<file path="config.mk">
export PLATFORM = sky130hd
export DESIGN_NAME = ipv4_checksum_inserter
export DESIGN_NICKNAME = d
export VERILOG_FILES = /design/src/rtl/ipv4_checksum_inserter.sv
export SDC_FILE = /design/constraint.sdc
export NUM_CORES = 2
export LEC_CHECK = 0
export BUFFER_PORTS_ARGS = -buffer_cell sky130_fd_sc_hd__buf_2
export CORE_AREA = 2 2 347 349
export DETAILED_ROUTE_END_ITERATION = 12
export DIE_AREA = 0 0 349 351
export PLACE_DENSITY = 0.68
export SLEW_MARGIN = 20
export SYNTH_ARGS = -nofsm -noshare
export SYNTH_HDL_FRONTEND = slang
export SYNTH_SLANG_ARGS = --single-unit
</file>
<file path="constraint.sdc">
create_clock -name axi_aclk -period 55.8 [get_ports axi_aclk]
set_input_delay 11.16 -clock axi_aclk [delete_from_list [all_inputs] [get_ports axi_aclk]]
set_output_delay 11.16 -clock axi_aclk [all_outputs]
set_load 0.005 [all_outputs]
</file>
<file path="src/rtl/ipv4_checksum_inserter.sv">
// ipv4_checksum_inserter: fills in the IPv4 header checksum on a 64-bit AXI4-Stream egress path.
// Ports: axi_aclk/axi_reset (sync, active-high); s_axis_* ingress (tdata/tstrb/tuser/tlast/tvalid, tready out);
// m_axis_* egress (tdata/tstrb/tuser/tlast/tvalid out, tready in); csum_done pulses when beat 3 leaves with a new checksum.
// Option: define IPV4_TTL_DECREMENT_EN to decrement a nonzero TTL on rewritten frames.
module ipv4_checksum_inserter #(
  parameter int C_S_AXIS_TDATA_WIDTH = 64,
  parameter int C_S_AXIS_TUSER_WIDTH = 128
) (
  input  logic                              axi_aclk,
  input  logic                              axi_reset,
  input  logic [C_S_AXIS_TDATA_WIDTH-1:0]   s_axis_tdata,
  input  logic [C_S_AXIS_TDATA_WIDTH/8-1:0] s_axis_tstrb,
  input  logic [C_S_AXIS_TUSER_WIDTH-1:0]   s_axis_tuser,
  input  logic                              s_axis_tlast,
  input  logic                              s_axis_tvalid,
  output logic                              s_axis_tready,
  output logic [C_S_AXIS_TDATA_WIDTH-1:0]   m_axis_tdata,
  output logic [C_S_AXIS_TDATA_WIDTH/8-1:0] m_axis_tstrb,
  output logic [C_S_AXIS_TUSER_WIDTH-1:0]   m_axis_tuser,
  output logic                              m_axis_tlast,
  output logic                              m_axis_tvalid,
  input  logic                              m_axis_tready,
  output logic                              csum_done
);
  typedef enum logic [1:0] {COLLECT, DRAIN, PASS} state_t;
  state_t state, state_n;
  logic [C_S_AXIS_TDATA_WIDTH-1:0]   bd [5];
  logic [C_S_AXIS_TDATA_WIDTH/8-1:0] bs [5];
  logic [C_S_AXIS_TUSER_WIDTH-1:0]   bu [5];
  logic [4:0] bl;
  logic [2:0] cnt, rd, k;
  logic ins, s_fire, m_fire, ld, use_in, last_st;
  logic [7:0] ttl;
  logic [31:0] sum;
  logic [16:0] f1;
  logic [15:0] csum;
  logic [C_S_AXIS_TDATA_WIDTH-1:0]   ld_d;
  logic [C_S_AXIS_TDATA_WIDTH/8-1:0] ld_s;
  logic [C_S_AXIS_TUSER_WIDTH-1:0]   ld_u;
  logic                              ld_l;
  function automatic logic [31:0] wd(input logic [63:0] d, input int i);
    return {16'h0, d[16*i+:8], d[16*i+8+:8]};
  endfunction
  assign s_fire = s_axis_tvalid & s_axis_tready;
  assign m_fire = m_axis_tvalid & m_axis_tready;
  assign last_st = rd == cnt - 3'd1;
`ifdef IPV4_TTL_DECREMENT_EN
  assign ttl = bd[2][55:48] - {7'd0, |bd[2][55:48]};
`else
  assign ttl = bd[2][55:48];
`endif
  // the checksum field (beat 3 word 0) is left out, i.e. counted as zero
  assign sum = wd(bd[1], 3) + wd(bd[2], 0) + wd(bd[2], 1) + wd(bd[2], 2) + {16'h0, ttl, bd[2][63:56]}
             + wd(bd[3], 1) + wd(bd[3], 2) + wd(bd[3], 3) + wd(bd[4], 0);
  assign f1 = {1'b0, sum[31:16]} + {1'b0, sum[15:0]};
  assign csum = ~(f1[15:0] + {15'd0, f1[16]});
  assign csum_done = ~axi_reset & ins & m_fire & (state == DRAIN) & (rd == 3'd3);
  always_comb begin
    state_n = state;
    s_axis_tready = 1'b0;
    case (state)
      COLLECT: begin
        s_axis_tready = 1'b1;
        if (s_axis_tvalid && (s_axis_tlast || cnt == 3'd4)) state_n = DRAIN;
      end
      DRAIN: if (m_fire && last_st) state_n = m_axis_tlast ? COLLECT : PASS;
      default: begin
        // stop taking beats once the frame's tlast sits in the output register
        s_axis_tready = ~m_axis_tvalid | (m_axis_tready & ~m_axis_tlast);
        if (m_fire && m_axis_tlast) state_n = COLLECT;
      end
    endcase
    if (axi_reset) s_axis_tready = 1'b0;
  end
  always_comb begin
    k = state == DRAIN ? rd + 3'd1 : 3'd0;
    use_in = state == PASS || cnt == 3'd0;
    ld = state == COLLECT ? s_fire && (s_axis_tlast || cnt == 3'd4)
       : state == DRAIN ? m_fire && !last_st : s_fire;
    ld_d = use_in ? s_axis_tdata : bd[k];
    ld_s = use_in ? s_axis_tstrb : bs[k];
    ld_u = use_in ? s_axis_tuser : bu[k];
    ld_l = use_in ? s_axis_tlast : bl[k];
    if (ins && k == 3'd2) ld_d[55:48] = ttl;
    if (ins && k == 3'd3) ld_d[15:0] = {csum[7:0], csum[15:8]};
  end
  always_ff @(posedge axi_aclk)
    if (state == COLLECT && s_fire) begin
      bd[cnt] <= s_axis_tdata;
      bs[cnt] <= s_axis_tstrb;
      bu[cnt] <= s_axis_tuser;
      bl[cnt] <= s_axis_tlast;
    end
  always_ff @(posedge axi_aclk)
    if (axi_reset) begin
      state <= COLLECT;
      cnt <= 3'd0;
      rd <= 3'd0;
      ins <= 1'b0;
      m_axis_tvalid <= 1'b0;
      m_axis_tdata <= '0;
      m_axis_tstrb <= '0;
      m_axis_tuser <= '0;
      m_axis_tlast <= 1'b0;
    end else begin
      state <= state_n;
      if (state == COLLECT && s_fire) begin
        cnt <= cnt + 3'd1;
        ins <= cnt == 3'd4 && {bd[1][39:32], bd[1][47:40]} == 16'h0800 && bd[1][55:48] == 8'h45;
      end else if (state != COLLECT && state_n == COLLECT) cnt <= 3'd0;
      rd <= state == COLLECT ? 3'd0 : rd + {2'd0, state == DRAIN && m_fire};
      if (ld) begin
        m_axis_tdata <= ld_d;
        m_axis_tstrb <= ld_s;
        m_axis_tuser <= ld_u;
        m_axis_tlast <= ld_l;
      end
      m_axis_tvalid <= ld | (m_axis_tvalid & ~m_axis_tready);
    end
endmodule

</file>
Word-level counts from Yosys, hierarchy flattened
Memory sizes are Yosys's and may differ from the RTL's.
Cells that the tools add are included.
{ "totals": {"register_bits": 216, "ramBits": 1000, "inputBits": 205, "n_memories": 3} }
{ "mem_list": {"columns": ["memory", "depth", "width", "read_ports", "rd_clocked_by_memory_dff", "wr", "line_no", "source"], "rows": [
  ["bu", 5, 128, 1, 0, 1, "29", "logic [C_S_AXIS_TUSER_WIDTH-1:0] bu [5];"],
  ["bd", 5, 64, 5, 0, 1, "27", "logic [C_S_AXIS_TDATA_WIDTH-1:0] bd [5];"],
  ["bs", 5, 8, 1, 0, 1, "28", "logic [C_S_AXIS_TDATA_WIDTH/8-1:0] bs [5];"]
]} }
{ "classes": {"add_sub_neg": 14, "order_cmp": 3, "eq_ne": 9, "n_mux": 25, "bitwise_logic": 15, "reduce_logical": 22} }
{ "ops": {"columns": ["op", "n"], "rows": [
  ["128-bit two-way mux", 1],
  ["64-bit two-way mux", 1],
  ["23-bit by 16-bit adder with 24-bit output", 1],
  ["22-bit by 16-bit adder with 23-bit output", 1],
  ["21-bit by 16-bit adder with 22-bit output", 1],
  ["20-bit by 16-bit adder with 21-bit output", 1],
  ["19-bit by 16-bit adder with 20-bit output", 1],
  ["18-bit by 16-bit adder with 19-bit output", 1],
  ["17-bit by 16-bit adder with 18-bit output", 1],
  ["16-bit by 16-bit adder with 17-bit output", 1],
  ["8-bit by 16-bit adder with 17-bit output", 1],
  ["16-bit by 1-bit adder with 16-bit output", 1],
  ["16-bit by 12-bit equality test with 1-bit output, second input constant", 1],
  ["16-bit two-way mux", 1],
  ["8-bit two-way mux", 2],
  ["16-bit NOT", 1],
  ["1-bit logical AND", 13],
  ["3-bit by 2-bit equality test with 1-bit output, second input constant", 3],
  ["3-bit two-way mux", 3],
  ["1-bit AND", 8],
  ["8-bit by 7-bit equality test with 1-bit output, second input constant", 1],
  ["3-bit by 4-bit less-than comparator with 1-bit output, second input constant", 2],
  ["1-bit two-way mux", 8],
  ["2-bit two-way mux", 4],
  ["21 further kinds", 29]
]} }

Depth between registers and ports, before layout
An unclocked memory read counts as a cell.
{ "depth": {"depth_word": 13, "mapped_depth": 40, "mapped_depth_nobuf": 40} }

Worst setup path after synthesis
Ideal clock, no wire load.
{ "synth_path": {"path_type": "input -> register", "from": "input port axi_reset", "to": "memory bd[4][0], enable pin", "setup_ns": 1.008, "arrival_time_ns": 25.337, "required_ns": 54.792, "path_slack_ns": 29.455, "cell_stages": 5, "path_cell_list": "buf_2 -> inv_1 -> and3_1 -> nand2_1 -> nor3_1"} }
{ "synth_between": {"elab_chain_len": 5} }
{ "synth_lines": {"columns": ["item", "line_no", "source"], "rows": [
  ["start, declared", "10", "input logic axi_reset,"],
  ["1-bit two-way mux", "73", "if (axi_reset) s_axis_tready = 1'b0;"],
  ["1-bit AND", "44", "assign s_fire = s_axis_tvalid & s_axis_tready;"],
  ["1-bit logical AND", "88", "if (state == COLLECT && s_fire) begin"],
  ["1-bit two-way mux", "88", null],
  ["1-bit two-way mux (not written as such)", "89", "bd[cnt] <= s_axis_tdata;"],
  ["end, declared", "27", null]
]} }
No other way between the ends.

Worst setup path after layout
{ "layout_path": {"from": "input port axi_reset", "to": "output port s_axis_tready"} }
{ "layout_between": {"elab_chain_len": 1} }
{ "layout_lines": {"columns": ["item", "line_no", "source"], "rows": [
  ["1-bit two-way mux", "73", null],
  ["end, declared", "16", "output logic s_axis_tready,"]
]} }
No other way between the ends.

==> results.cfg <==
[clock_network]
clockBufferDepth = 3
cts_tree = done
cts_setup_buffers = 0
cts_root_buf = clkbuf_16
clk_pin_slew_worst_paths_ps = 60
htree_levels = 4
cts_resized = 0
cts_buffers = 148
postCtsHoldBufs = 0
clk_latency_ps = 740
cts.sinks = 1408

[grt]
grt_pass1_wl_microns = 228000
grt_max_degree = 208
overflow = 0
antenna_found_initial = 44
grt_pass1_vias = 36800
track_usage_pct = 24.7

[setup_path]
path_max_fanout = 89
regToRegEndpoint = m_axis_tdata[4]
crit_chain = clkbuf_8 > a311oi_1 > buf_2
crit_path_max_incr_delay_ps = 590
worstPathRequired_ps = 44640
arrival_ps = 12330
crit_type = input pin to output pin
r2r-start = bd[2][25]
start_kind = input pin
endpoint_kind = output pin
path_buf_inv = 2
reg2regPathDepth = 38
critPathTopFamily = compound AO/OA/AOI/OAI gates
reg2reg_slack_ps = 46460
slowest_stage = a311oi_1

[synth]
ys_seq_area_share_pct = 67.9
synth_commonest_cells = 1197 x edfxtp_1, 627 x nand2_1, 359 x a21oi_1
ys_top_cells_by_area = edfxtp_1 61%, dfxtp_1 7.1%, nand2_1 4.0%, a211oi_1 3.9%, fa_1 3.8%
yosysUniqueCellTypes = 71
synth_edf_count = 1197
syn_area_per_cell_sq_um = 13.1
synth.net_count = 4865
netlist_instances = 4515
yosysTopAreaCell = edfxtp_1
ys.flop_type = edfxtp_1
yosysTopAreaCellShare_pct = 60.8
syn_area_sq_um = 59100
synth_async_sr_flop_share_pct = 0
yosysMostFrequentCell = edfxtp_1
synth_seq_cells = 1408
synth_warnings = 0

[power]
ir_drop_mv = 0.0283
power.leakage_nw = 23.7
power_density_nw_per_um2 = 34.1

[layout]
nets = 5166
filler_cell_count = 9404
stdcell_area_sq_um = 67500
final_cells = 6506
area_growth_pct = 14.1
drive_gt1_share_pct = 15.8

[drt]
totalWireLength_microns = 152000
drt_pass1_iterations = 6
drt_iter0_drc = 3726
drt-vias-per-instance = 5.85
drc = 0
antenna_left = 0
routedWlPerCell_microns = 23.4
vias = 38000

[hold_path]
min_to = m_axis_tdata[25]
hold_depth = 2
hp-class = flop to flop
worst_hold_startpoint = m_axis_tdata[25]

[placement]
place_hpwl_microns = 87600
placed_area_sq_um = 62500
gp_congestion = 0.865
placed_cells_incl_taps = 6212
portBuffers = 408

[die]
die_h_microns = 351
ios = 409
die_area_sq_um = 122000
die_x_microns = 349
core_area_sq_um = 119000
initial_utilization_pct = 49.7
rows = 127

[sta]
period_needed_ps = 23490
rsz0062_at_grt = false
tns_ps = 0
setup_viol = 0
relSlewSlack_pct = -15.3
timing.final.max_slew_violations = 90
hold_viol = 0
worstMarginPinSlew_ps = 1730
clock.fmax_ghz = 0.0426
period_share_pct = 42.1
hold_slack_ps = 449
fin_skew_ps = 33.8

[run]
max_cap_violations = 0

[status]
status = finished with violations
violations = slew limit
[cell families after synthesis]
kind of cell	synth area share, %
flip-flops	67.9
multiplexers	2.51
XOR/XNOR	0.613
AO/OA/AOI/OAI	11.1
buffers and inverters	3.26
adder cells (fa/ha/maj)	4.48
AND/OR/NAND/NOR	10.1
[where the power goes]
part	leakage, nW	internal [W]	switching, W	total, W
combinational	8.83	0.0000516	0.000105	0.000157
sequential	12.5	0.00116	0.00000837	0.00117
clock	2.36	0.000567	0.000405	0.000972
total	23.7	0.00178	0.000519	0.00230
[how the worst max path moves through the flow]
stage	slack [ps]	to	cells after the start	startpoint
2_1_floorplan	29450	bd[4][0]	5	axi_reset
3_3_place_gp	32290	s_axis_tready	3	axi_reset
3_5_place_dp	32300	s_axis_tready	3	axi_reset
4_1_cts	32280	s_axis_tready	3	axi_reset
5_1_grt	32210	s_axis_tready	3	axi_reset
6_report	32310	s_axis_tready	3	axi_reset
[through the flow]
stage / power [W] / worst slack (ps) / util [%]
after floorplan: 0.00129 / 29450 / -
after global placement: 0.00134 / 32290 / 52.5
after detailed placement: 0.00135 / 32300 / 52.5
after CTS: 0.00231 / 32280 / 56.6
after global routing: 0.00237 / 32210 / 56.7
final: 0.00230 / 32310 / 56.7
[worst register-to-register path, delay by kind of cell, from the launching register on]
| family | cells | cell delay (ps) |
|---|---|---|
| buffers and inverters | 5 | 350 |
| and+or+nand+nor | 12 | 2920 |
| adders and majority gates | 10 | 3780 |
| AOI/OAI and AO/OA | 11 | 1740 |
| DFF | 1 | 530 |
[cell usage in the layout (no fill, tap or decap), types with 29 or more instances in the layout]
master / n
a211oi_1: 305
a21oi_1: 358
a311oi_1: 155
buf_2: 407
buf_4: 48
clkbuf_1: 34
clkbuf_16: 153
dfxtp_1: 210
edfxtp_1: 1197
fa_1: 111
ha_1: 34
inv_1: 186
mux2i_1: 29
mux4_2: 53
nand2_1: 626
nand3_1: 185
nor2_1: 331
nor2b_1: 149
o211ai_1: 71
[registers in the layout (all words and copies together) (netlist names)]
register,count
m_axis_tdata,64
m_axis_tvalid,1
ins,1
m_axis_tuser,128
bu,640
m_axis_tstrb,8
state,2
rd,3
cnt,3
bd,512
m_axis_tlast,1
bs,40
bl,5
[area by class of cell]
cell class | count | area (sq um) | area share (%)
Antenna cell | 18 | 45.0 | 0.0668
Clock buffer | 201 | 4150 | 6.15
Clock inverter | 73 | 711 | 1.05
Inverter | 186 | 698 | 1.03
Multi-Input combinational cell | 2607 | 17200 | 25.4
Sequential cell | 1408 | 40200 | 59.5
Tap cell | 1548 | 1940 | 2.87
Timing Repair Buffer | 465 | 2590 | 3.84
[per-layer routing]
| metal | vias up | wire length, microns | share of wire [%] | track usage (%) |
|---|---|---|---|---|
| met4 | 40 | 4770 | 3.1 | 9.02 |
| met2 | 1413 | 72300 | 48 | 39.5 |
| met5 | - | 261 | 0.17 | 0 |
| met3 | 280 | 12800 | 8.4 | 5.93 |
| met1 | 19000 | 62100 | 41 | 33.2 |
| li1 | 17300 | - | - | - |
Power figures use the tool's default switching activity.
